**src/rtl/alu_writeback_pkg.sv**
```systemverilog
// Shared definitions for the ALU writeback stage: condition codes, flag
// bit positions, default widths and the skid buffer state encoding.
package alu_defs;

  localparam int DATA_WIDTH_DEF = 16;
  localparam int ADDR_WIDTH_DEF = 16;

  // Bit positions inside the {C,O,Z,N} flags vector
  localparam int FLAG_C = 3;
  localparam int FLAG_O = 2;
  localparam int FLAG_Z = 1;
  localparam int FLAG_N = 0;

  typedef enum logic [2:0] {
    COND_ALWAYS = 3'd0,
    COND_Z      = 3'd1,
    COND_NZ     = 3'd2,
    COND_N      = 3'd3,
    COND_GT     = 3'd4,
    COND_O      = 3'd5,
    COND_C      = 3'd6,
    COND_NEVER  = 3'd7
  } cond_e;

  typedef enum logic [1:0] {
    BUF_EMPTY = 2'd0,
    BUF_ONE   = 2'd1,
    BUF_FULL  = 2'd2
  } buf_state_e;

endpackage

```
**src/rtl/alu_writeback_if.sv**
```systemverilog
// Bus bundle between the ALU, the writeback stage and the write port.
// slave is the writeback stage's view; master is the surrounding pipeline.
interface alu_writeback_if #(
  parameter int DATA_WIDTH = 16,
  parameter int ADDR_WIDTH = 16
);
  logic                  in_valid;
  logic                  in_ready;
  logic [DATA_WIDTH-1:0] in_result;
  logic                  in_carry;
  logic                  in_overflow;
  logic                  in_zero;
  logic                  in_negative;
  logic [2:0]            in_cond;
  logic                  in_update_flags;
  logic                  in_dest_mem;
  logic [ADDR_WIDTH-1:0] in_dest_addr;
  logic                  flags_load;
  logic [3:0]            flags_load_value;
  logic                  wr_valid;
  logic                  wr_ready;
  logic [DATA_WIDTH-1:0] wr_data;
  logic [ADDR_WIDTH-1:0] wr_addr;
  logic                  wr_mem;
  logic [3:0]            flags;
  logic                  carry_to_alu;
  logic                  suppressed;

  modport slave (
    input  in_valid, in_result, in_carry, in_overflow, in_zero, in_negative,
           in_cond, in_update_flags, in_dest_mem, in_dest_addr,
           flags_load, flags_load_value, wr_ready,
    output in_ready, wr_valid, wr_data, wr_addr, wr_mem, flags,
           carry_to_alu, suppressed
  );

  modport master (
    output in_valid, in_result, in_carry, in_overflow, in_zero, in_negative,
           in_cond, in_update_flags, in_dest_mem, in_dest_addr,
           flags_load, flags_load_value, wr_ready,
    input  in_ready, wr_valid, wr_data, wr_addr, wr_mem, flags,
           carry_to_alu, suppressed
  );

endinterface

```
**src/rtl/alu_writeback_skid.sv**
```systemverilog
// Two-entry valid/ready buffer; main drives the output, skid catches one
// extra entry while the consumer stalls.
//   state     | meaning
//   BUF_EMPTY | nothing queued
//   BUF_ONE   | main valid
//   BUF_FULL  | main and skid valid, upstream blocked
module skid_buffer_2
  import alu_defs::*;
#(
  parameter int WIDTH = 33
) (
  input  logic             clock,
  input  logic             reset,
  input  logic             enq_valid,
  output logic             enq_ready,
  input  logic [WIDTH-1:0] enq_data,
  output logic             deq_valid,
  input  logic             deq_ready,
  output logic [WIDTH-1:0] deq_data
);

  buf_state_e       state_q, state_next;
  logic [WIDTH-1:0] main_q, main_next;
  logic [WIDTH-1:0] skid_q, skid_next;

  always_ff @(posedge clock) begin
    if (reset) begin
      state_q <= BUF_EMPTY;
      main_q  <= '0;
      skid_q  <= '0;
    end else begin
      state_q <= state_next;
      main_q  <= main_next;
      skid_q  <= skid_next;
    end
  end

  always_comb begin
    state_next = state_q;
    main_next  = main_q;
    skid_next  = skid_q;
    case (state_q)
      BUF_EMPTY: begin
        if (enq_valid) begin
          state_next = BUF_ONE;
          main_next  = enq_data;
        end
      end
      BUF_ONE: begin
        if (enq_valid && deq_ready) begin
          main_next = enq_data;
        end else if (enq_valid) begin
          state_next = BUF_FULL;
          skid_next  = enq_data;
        end else if (deq_ready) begin
          state_next = BUF_EMPTY;
        end
      end
      BUF_FULL: begin
        // enq_ready is low here, so only a drain can happen
        if (deq_ready) begin
          state_next = BUF_ONE;
          main_next  = skid_q;
        end
      end
      default: state_next = BUF_EMPTY;
    endcase
  end

  assign enq_ready = (state_q != BUF_FULL);
  assign deq_valid = (state_q != BUF_EMPTY);
  assign deq_data  = main_q;

endmodule

```
**src/rtl/alu_writeback.sv**
```systemverilog
// ALU writeback stage: evaluates the store condition on the incoming flags,
// commits the architectural flags and queues writes through a 2-entry buffer.
module alu_writeback
  import alu_defs::*;
#(
  parameter int DATA_WIDTH = DATA_WIDTH_DEF,
  parameter int ADDR_WIDTH = ADDR_WIDTH_DEF
) (
  input logic          clock,
  input logic          reset,
  alu_writeback_if.slave bus
);

  localparam int PAYLOAD_WIDTH = DATA_WIDTH + ADDR_WIDTH + 1;

  logic                     accept;
  logic                     cond_true;
  logic                     enq_valid;
  logic                     enq_ready;
  logic [PAYLOAD_WIDTH-1:0] enq_payload;
  logic [PAYLOAD_WIDTH-1:0] deq_payload;
  logic [3:0]               flags_q;
  logic                     suppressed_q;

  // Condition looks at the result's own flags, not the committed ones
  always_comb begin
    cond_true = 1'b0;
    case (bus.in_cond)
      COND_ALWAYS: cond_true = 1'b1;
      COND_Z:      cond_true = bus.in_zero;
      COND_NZ:     cond_true = ~bus.in_zero;
      COND_N:      cond_true = bus.in_negative;
      COND_GT:     cond_true = ~bus.in_negative & ~bus.in_zero;
      COND_O:      cond_true = bus.in_overflow;
      COND_C:      cond_true = bus.in_carry;
      COND_NEVER:  cond_true = 1'b0;
      default:     cond_true = 1'b0;
    endcase
  end

  assign accept      = bus.in_valid & enq_ready;
  assign enq_valid   = accept & cond_true;
  assign enq_payload = {bus.in_result, bus.in_dest_addr, bus.in_dest_mem};

  always_ff @(posedge clock) begin
    if (reset) begin
      flags_q      <= 4'b0000;
      suppressed_q <= 1'b0;
    end else begin
      suppressed_q <= accept & ~cond_true;
      if (bus.flags_load) begin
        flags_q <= bus.flags_load_value;
      end else if (accept && bus.in_update_flags) begin
        flags_q <= {bus.in_carry, bus.in_overflow, bus.in_zero, bus.in_negative};
      end
    end
  end

  skid_buffer_2 #(
    .WIDTH (PAYLOAD_WIDTH)
  ) u_skid (
    .clock     (clock),
    .reset     (reset),
    .enq_valid (enq_valid),
    .enq_ready (enq_ready),
    .enq_data  (enq_payload),
    .deq_valid (bus.wr_valid),
    .deq_ready (bus.wr_ready),
    .deq_data  (deq_payload)
  );

  assign bus.in_ready     = enq_ready;
  assign {bus.wr_data, bus.wr_addr, bus.wr_mem} = deq_payload;
  assign bus.flags        = flags_q;
  assign bus.carry_to_alu = flags_q[FLAG_C];
  assign bus.suppressed   = suppressed_q;

endmodule

```
**src/flat_wrapper.sv**
```systemverilog
// flat-port wrapper written by rule: the top's interface ports become plain ports
module alu_writeback_flat import alu_defs::*;
#(
  parameter int DATA_WIDTH = DATA_WIDTH_DEF,
  parameter int ADDR_WIDTH = ADDR_WIDTH_DEF
)
  (clock, reset, bus_in_valid, bus_in_result, bus_in_carry, bus_in_overflow, bus_in_zero, bus_in_negative, bus_in_cond, bus_in_update_flags, bus_in_dest_mem, bus_in_dest_addr, bus_flags_load, bus_flags_load_value, bus_wr_ready, bus_in_ready, bus_wr_valid, bus_wr_data, bus_wr_addr, bus_wr_mem, bus_flags, bus_carry_to_alu, bus_suppressed);
  alu_writeback_if #(.DATA_WIDTH(DATA_WIDTH), .ADDR_WIDTH(ADDR_WIDTH)) bus_i ();
  input logic clock;
  input logic reset;
  input wire logic [$bits(bus_i.in_valid)-1:0] bus_in_valid;
  input wire logic [$bits(bus_i.in_result)-1:0] bus_in_result;
  input wire logic [$bits(bus_i.in_carry)-1:0] bus_in_carry;
  input wire logic [$bits(bus_i.in_overflow)-1:0] bus_in_overflow;
  input wire logic [$bits(bus_i.in_zero)-1:0] bus_in_zero;
  input wire logic [$bits(bus_i.in_negative)-1:0] bus_in_negative;
  input wire logic [$bits(bus_i.in_cond)-1:0] bus_in_cond;
  input wire logic [$bits(bus_i.in_update_flags)-1:0] bus_in_update_flags;
  input wire logic [$bits(bus_i.in_dest_mem)-1:0] bus_in_dest_mem;
  input wire logic [$bits(bus_i.in_dest_addr)-1:0] bus_in_dest_addr;
  input wire logic [$bits(bus_i.flags_load)-1:0] bus_flags_load;
  input wire logic [$bits(bus_i.flags_load_value)-1:0] bus_flags_load_value;
  input wire logic [$bits(bus_i.wr_ready)-1:0] bus_wr_ready;
  output wire logic [$bits(bus_i.in_ready)-1:0] bus_in_ready;
  output wire logic [$bits(bus_i.wr_valid)-1:0] bus_wr_valid;
  output wire logic [$bits(bus_i.wr_data)-1:0] bus_wr_data;
  output wire logic [$bits(bus_i.wr_addr)-1:0] bus_wr_addr;
  output wire logic [$bits(bus_i.wr_mem)-1:0] bus_wr_mem;
  output wire logic [$bits(bus_i.flags)-1:0] bus_flags;
  output wire logic [$bits(bus_i.carry_to_alu)-1:0] bus_carry_to_alu;
  output wire logic [$bits(bus_i.suppressed)-1:0] bus_suppressed;
  assign bus_i.in_valid = bus_in_valid;
  assign bus_i.in_result = bus_in_result;
  assign bus_i.in_carry = bus_in_carry;
  assign bus_i.in_overflow = bus_in_overflow;
  assign bus_i.in_zero = bus_in_zero;
  assign bus_i.in_negative = bus_in_negative;
  assign bus_i.in_cond = bus_in_cond;
  assign bus_i.in_update_flags = bus_in_update_flags;
  assign bus_i.in_dest_mem = bus_in_dest_mem;
  assign bus_i.in_dest_addr = bus_in_dest_addr;
  assign bus_i.flags_load = bus_flags_load;
  assign bus_i.flags_load_value = bus_flags_load_value;
  assign bus_i.wr_ready = bus_wr_ready;
  assign bus_in_ready = bus_i.in_ready;
  assign bus_wr_valid = bus_i.wr_valid;
  assign bus_wr_data = bus_i.wr_data;
  assign bus_wr_addr = bus_i.wr_addr;
  assign bus_wr_mem = bus_i.wr_mem;
  assign bus_flags = bus_i.flags;
  assign bus_carry_to_alu = bus_i.carry_to_alu;
  assign bus_suppressed = bus_i.suppressed;
  alu_writeback #(.DATA_WIDTH(DATA_WIDTH), .ADDR_WIDTH(ADDR_WIDTH)) u_core (.clock(clock), .reset(reset), .bus(bus_i));
endmodule
```
**config.mk**
```make
export PLATFORM = sky130hd
export DESIGN_NAME = alu_writeback_flat
export DESIGN_NICKNAME = d
export VERILOG_FILES = /design/src/rtl/alu_writeback_pkg.sv /design/src/rtl/alu_writeback_if.sv /design/src/rtl/alu_writeback_skid.sv /design/src/rtl/alu_writeback.sv /design/src/flat_wrapper.sv
export SDC_FILE = /design/constraint.sdc
export NUM_CORES = 1
export LEC_CHECK = 0
export BUFFER_PORTS_ARGS = -buffer_cell sky130_fd_sc_hd__buf_2
export CAP_MARGIN = 25
export CORE_ASPECT_RATIO = 0.75
export CORE_MARGIN = 4
export CORE_UTILIZATION = 45
export DETAILED_ROUTE_END_ITERATION = 16
export PLACE_DENSITY = 0.7
export SLEW_MARGIN = 20
export SYNTH_ARGS = -nofsm -noshare
export SYNTH_HDL_FRONTEND = slang
export SYNTH_SLANG_ARGS = --single-unit
```
**constraint.sdc**
```tcl
create_clock -name clock -period 5 [get_ports clock]
set_clock_uncertainty 0.05 [all_clocks]
set_input_delay 0.75 -clock clock [delete_from_list [all_inputs] [get_ports clock]]
set_output_delay 0.75 -clock clock [all_outputs]
set_load 0.02 [all_outputs]
```
==> metrics.txt <==
# TYPE chip_impl_metric gauge
chip_impl_metric{name="number_of_vias_per_cell_after_detailed_routing",unit=""} 5.830
chip_impl_metric{name="design.die.area",unit="um^2"} 9354
chip_impl_metric{name="netSwitchingPower",unit="uW"} 382.7
chip_impl_metric{name="worst_pin_slew",unit="ns"} 0.8610
chip_impl_info{name="synth.most_common_cell",value="dfxtp_1"} 1
chip_impl_metric{name="synth-async-reset-ratio",unit=""} 0
chip_impl_metric{name="drt-pass1-iter-count",unit=""} 5
chip_impl_metric{name="power.internal",unit="uW"} 923.5
chip_impl_metric{name="num_rows",unit=""} 27
chip_impl_info{name="synth.area.top_cells",value="dfxtp_1 41%, mux2i_1 10%, a21oi_1 9.5%"} 1
chip_impl_metric{name="power_density",unit="nW/um^2"} 312.6
chip_impl_metric{name="design.portCount",unit=""} 91
chip_impl_metric{name="antennaDiodeCount",unit=""} 0
chip_impl_metric{name="finalCriticalPeriod",unit="ns"} 2.734
chip_impl_metric{name="nets_final",unit=""} 509
chip_impl_metric{name="maxCapViolations",unit=""} 0
chip_impl_metric{name="hpwl",unit="um"} 6083
chip_impl_metric{name="initial_cell_density_of_the_core",unit=""} 0.4715
chip_impl_metric{name="drt_iter0_markers",unit=""} 192
chip_impl_metric{name="post_cts_buffers",unit=""} 0
chip_impl_info{name="run_status",value="finished clean"} 1
chip_impl_metric{name="clock_tree_sinks",unit=""} 73
chip_impl_info{name="unrepaired_setup_endpoints_after_global_routing",value="no"} 1
chip_impl_metric{name="h-tree-depth",unit=""} 3
chip_impl_metric{name="synth.net_count",unit=""} 445
chip_impl_metric{name="die_w",unit="um"} 110.4
chip_impl_metric{name="yosysUniqueCellTypes",unit=""} 31
chip_impl_metric{name="fin_hold_ws",unit="ns"} 0.4147
chip_impl_metric{name="drt_drc_violations_left",unit=""} 0
chip_impl_metric{name="first_pass_grt_wire_length",unit="um"} 15140
chip_impl_info{name="synth_ff_type",value="dfxtp_1"} 1
chip_impl_metric{name="netlist_area",unit="um^2"} 3536
chip_impl_metric{name="die_h",unit="um"} 84.77
chip_impl_metric{name="first_global_vias",unit=""} 3109
chip_impl_metric{name="synth_sequential_area_ratio",unit=""} 0.4133
chip_impl_info{name="crit_path_start_kind",value="register"} 1
chip_impl_metric{name="pin_count_of_the_biggest_net_entering_global_routing",unit=""} 53
chip_impl_metric{name="synth.yosys.warnings",unit=""} 0
chip_impl_metric{name="number_of_buffers_inserted_during_clock_tree_synthesis",unit=""} 9
chip_impl_metric{name="power_frac_seq",unit=""} 0.476
chip_impl_metric{name="vias",unit=""} 3294
chip_impl_metric{name="layout_worst_path_cycle_share",unit=""} 0.5468
chip_impl_info{name="endpoint_kind",value="output port"} 1
chip_impl_metric{name="globalplace.congestion",unit=""} 0.8012
chip_impl_info{name="critPathKind",value="register to output port"} 1
chip_impl_metric{name="synthCells",unit=""} 395
chip_impl_metric{name="static-leakage-power",unit="nW"} 1.809
chip_impl_metric{name="route.detailed.wl_per_inst",unit="um"} 16.89
chip_impl_metric{name="slew_viol_final",unit=""} 0
chip_impl_metric{name="power.clock.fraction",unit=""} 0.352
chip_impl_metric{name="max_stage_delay",unit="ns"} 0.47
chip_impl_metric{name="post_cts_hold_buffer_count",unit=""} 0
chip_impl_metric{name="count_of_input_and_output_buffers",unit=""} 90
chip_impl_info{name="crit_family",value="buffers and inverters"} 1
chip_impl_metric{name="grt_antenna_before_repair",unit=""} 0
chip_impl_metric{name="combinationalPowerShare",unit=""} 0.172
chip_impl_metric{name="core-area",unit="um^2"} 7500
chip_impl_metric{name="globalRouteOverflowTotal",unit=""} 0
chip_impl_metric{name="finalSetupViolations",unit=""} 0
chip_impl_metric{name="clock_tree.buffer_depth",unit=""} 2
chip_impl_metric{name="data_arrival_time_of_the_worst_path",unit="ns"} 1.93
chip_impl_metric{name="yosysTopAreaCellShare",unit=""} 0.4133
chip_impl_metric{name="fillCellCount",unit=""} 719
chip_impl_metric{name="timing.final.hold_violations",unit=""} 0
chip_impl_metric{name="synth_seq_cells",unit=""} 73
chip_impl_metric{name="critPathBufInv",unit=""} 2
chip_impl_metric{name="layout-drive-gt1-share",unit=""} 0.2694
chip_impl_metric{name="synth_enable_flop_cells",unit=""} 0
chip_impl_metric{name="post_cts_resized",unit=""} 0
chip_impl_metric{name="antenna_violating_nets_post_route",unit=""} 0
chip_impl_metric{name="power.switching_fraction",unit=""} 0.2930
chip_impl_info{name="worst_hold_path_type",value="register to register"} 1
chip_impl_info{name="synth_top_cells_by_count",value="73 x dfxtp_1, 67 x a21oi_1, 37 x mux2i_1, 37 x o21ai_0, 35 x nand3_1"} 1
chip_impl_metric{name="post-layout-total-power",unit="mW"} 1.306
chip_impl_metric{name="worst_ep_required",unit="ns"} 4.20
chip_impl_metric{name="globalRouteTotalUtil",unit=""} 0.2015
chip_impl_info{name="synth_largest_area_cell",value="dfxtp_1"} 1
chip_impl_metric{name="fin_setup_tns",unit="ns"} 0
chip_impl_info{name="critical_path.cell_chain",value="nand2b_2 > buf_4 > buf_2"} 1
chip_impl_metric{name="clock_latency_of_the_later_clocked_register_in_the_worst_skew_pair",unit="ns"} 0.34
chip_impl_metric{name="wirelength",unit="um"} 9543
chip_impl_metric{name="vdd_drop_max",unit="mV"} 0.1636
chip_impl_info{name="cp_slowest_cell",value="nand2b_2"} 1
chip_impl_metric{name="worst_setup_hold_path_clk_slew",unit="ns"} 0.08
chip_impl_metric{name="worst-path-max-fanout",unit=""} 23
chip_impl_metric{name="worst_slew_margin_rel",unit=""} 0.4254
chip_impl_info{name="tritoncts_clock_tree",value="yes"} 1
chip_impl_metric{name="max_clock_freq",unit="MHz"} 365.8
chip_impl_info{name="cts.root.buffer_cell",value="clkbuf_8"} 1
chip_impl_metric{name="syn_area_per_cell",unit="um^2"} 8.952
chip_impl_metric{name="signed_area_change_from_the_synthesized_netlist_to_the_final_layout",unit="%"} 18.19
==> worst register-to-register path, stage by stage, from the launching register on <==
cell and delay, ns:
dfxtp_1 0.39, nand2b_2 0.47, buf_4 0.48, nand3_1 0.30
mux2i_1 0.21, o21ai_0 0.08, nor2b_1 0.13
==> kinds of logic after synthesis <==
logic type,count (synthesis),synth area share
flops,73,0.4133
buf+inv,48,0.07148
simple gates,93,0.1511
compound gates,144,0.2594
mux,37,0.1047
==> power by group through the flow <==
stage / registers [mW] / logic, mW / clock network [mW]
floorplan: 0.661 / 0.122 / 0
global placement: 0.634 / 0.213 / 0
detailed placement: 0.635 / 0.220 / 0
CTS: 0.621 / 0.220 / 0.471
global route: 0.624 / 0.244 / 0.499
finish: 0.622 / 0.224 / 0.460
==> through the flow <==
step | instances | util | area [um^2] | setup slack [ns]
finish | 565 | 0.5572 | 4179 | 2.266
global route | 565 | 0.5572 | 4179 | 2.160
CTS | 563 | 0.5532 | 4149 | 2.258
detailed placement | 547 | 0.5272 | 3954 | 1.917
global placement | 546 | 0.5244 | 3933 | 2.013
floorplan | 395 | - | 3536 | 2.827
==> worst paths after layout <==
kind	startpoint	cells past startpoint	end	slack, ns
setup / recovery	u_core.u_skid.state_q[0]	3	bus_in_ready	2.27
hold reg to reg	u_core.u_skid.deq_data[27]	2	u_core.u_skid.deq_data[27]	0.41
hold / removal	u_core.u_skid.deq_data[27]	2	u_core.u_skid.deq_data[27]	0.41
setup reg to reg	u_core.u_skid.state_q[0]	6	u_core.bus.flags[3]	2.76
==> routing by layer <==
layer	GRT usage	part of all wire
met1	0.2715	0.46
met2	0.3183	0.46
met3	0.05995	0.073
met4	0.04474	0.0080
met5	0	0
==> flip-flops by register name, summed over array words and instances (netlist names) <==
signal and flops:
u_core.bus.flags 4, u_core.u_skid.state_q 2, u_core.u_skid.skid_q 33, u_core.bus.suppressed 1, u_core.u_skid.deq_data 33
==> final cells by class <==
| class | count | area (um^2) | share of cell area |
|---|---|---|---|
| Multi-Input combinational cell | 274 | 1844 | 0.4413 |
| Sequential cell | 73 | 1461 | 0.3497 |
| Timing Repair Buffer | 100 | 548.0 | 0.1311 |
| Clock buffer | 10 | 127.6 | 0.03054 |
| Tap cell | 101 | 126.4 | 0.03024 |
| Clock inverter | 6 | 67.56 | 0.01617 |
| Inverter | 1 | 3.754 | 0.0008982 |
==> cell usage in the layout (no fill, tap or decap), types with 3 or more instances in the layout <==
| cell type | instances |
|---|---|
| a21oi_1 | 67 |
| nor2b_1 | 5 |
| dfxtp_1 | 73 |
| mux2i_1 | 37 |
| o21ai_0 | 37 |
| clkbuf_8 | 9 |
| nand3_1 | 35 |
| buf_4 | 7 |
| buf_2 | 90 |
| nor2_1 | 3 |
| nand2_1 | 5 |
| a31o_1 | 33 |
| nand4_1 | 33 |
| buf_8 | 3 |
(Power assumes the default switching activity.)
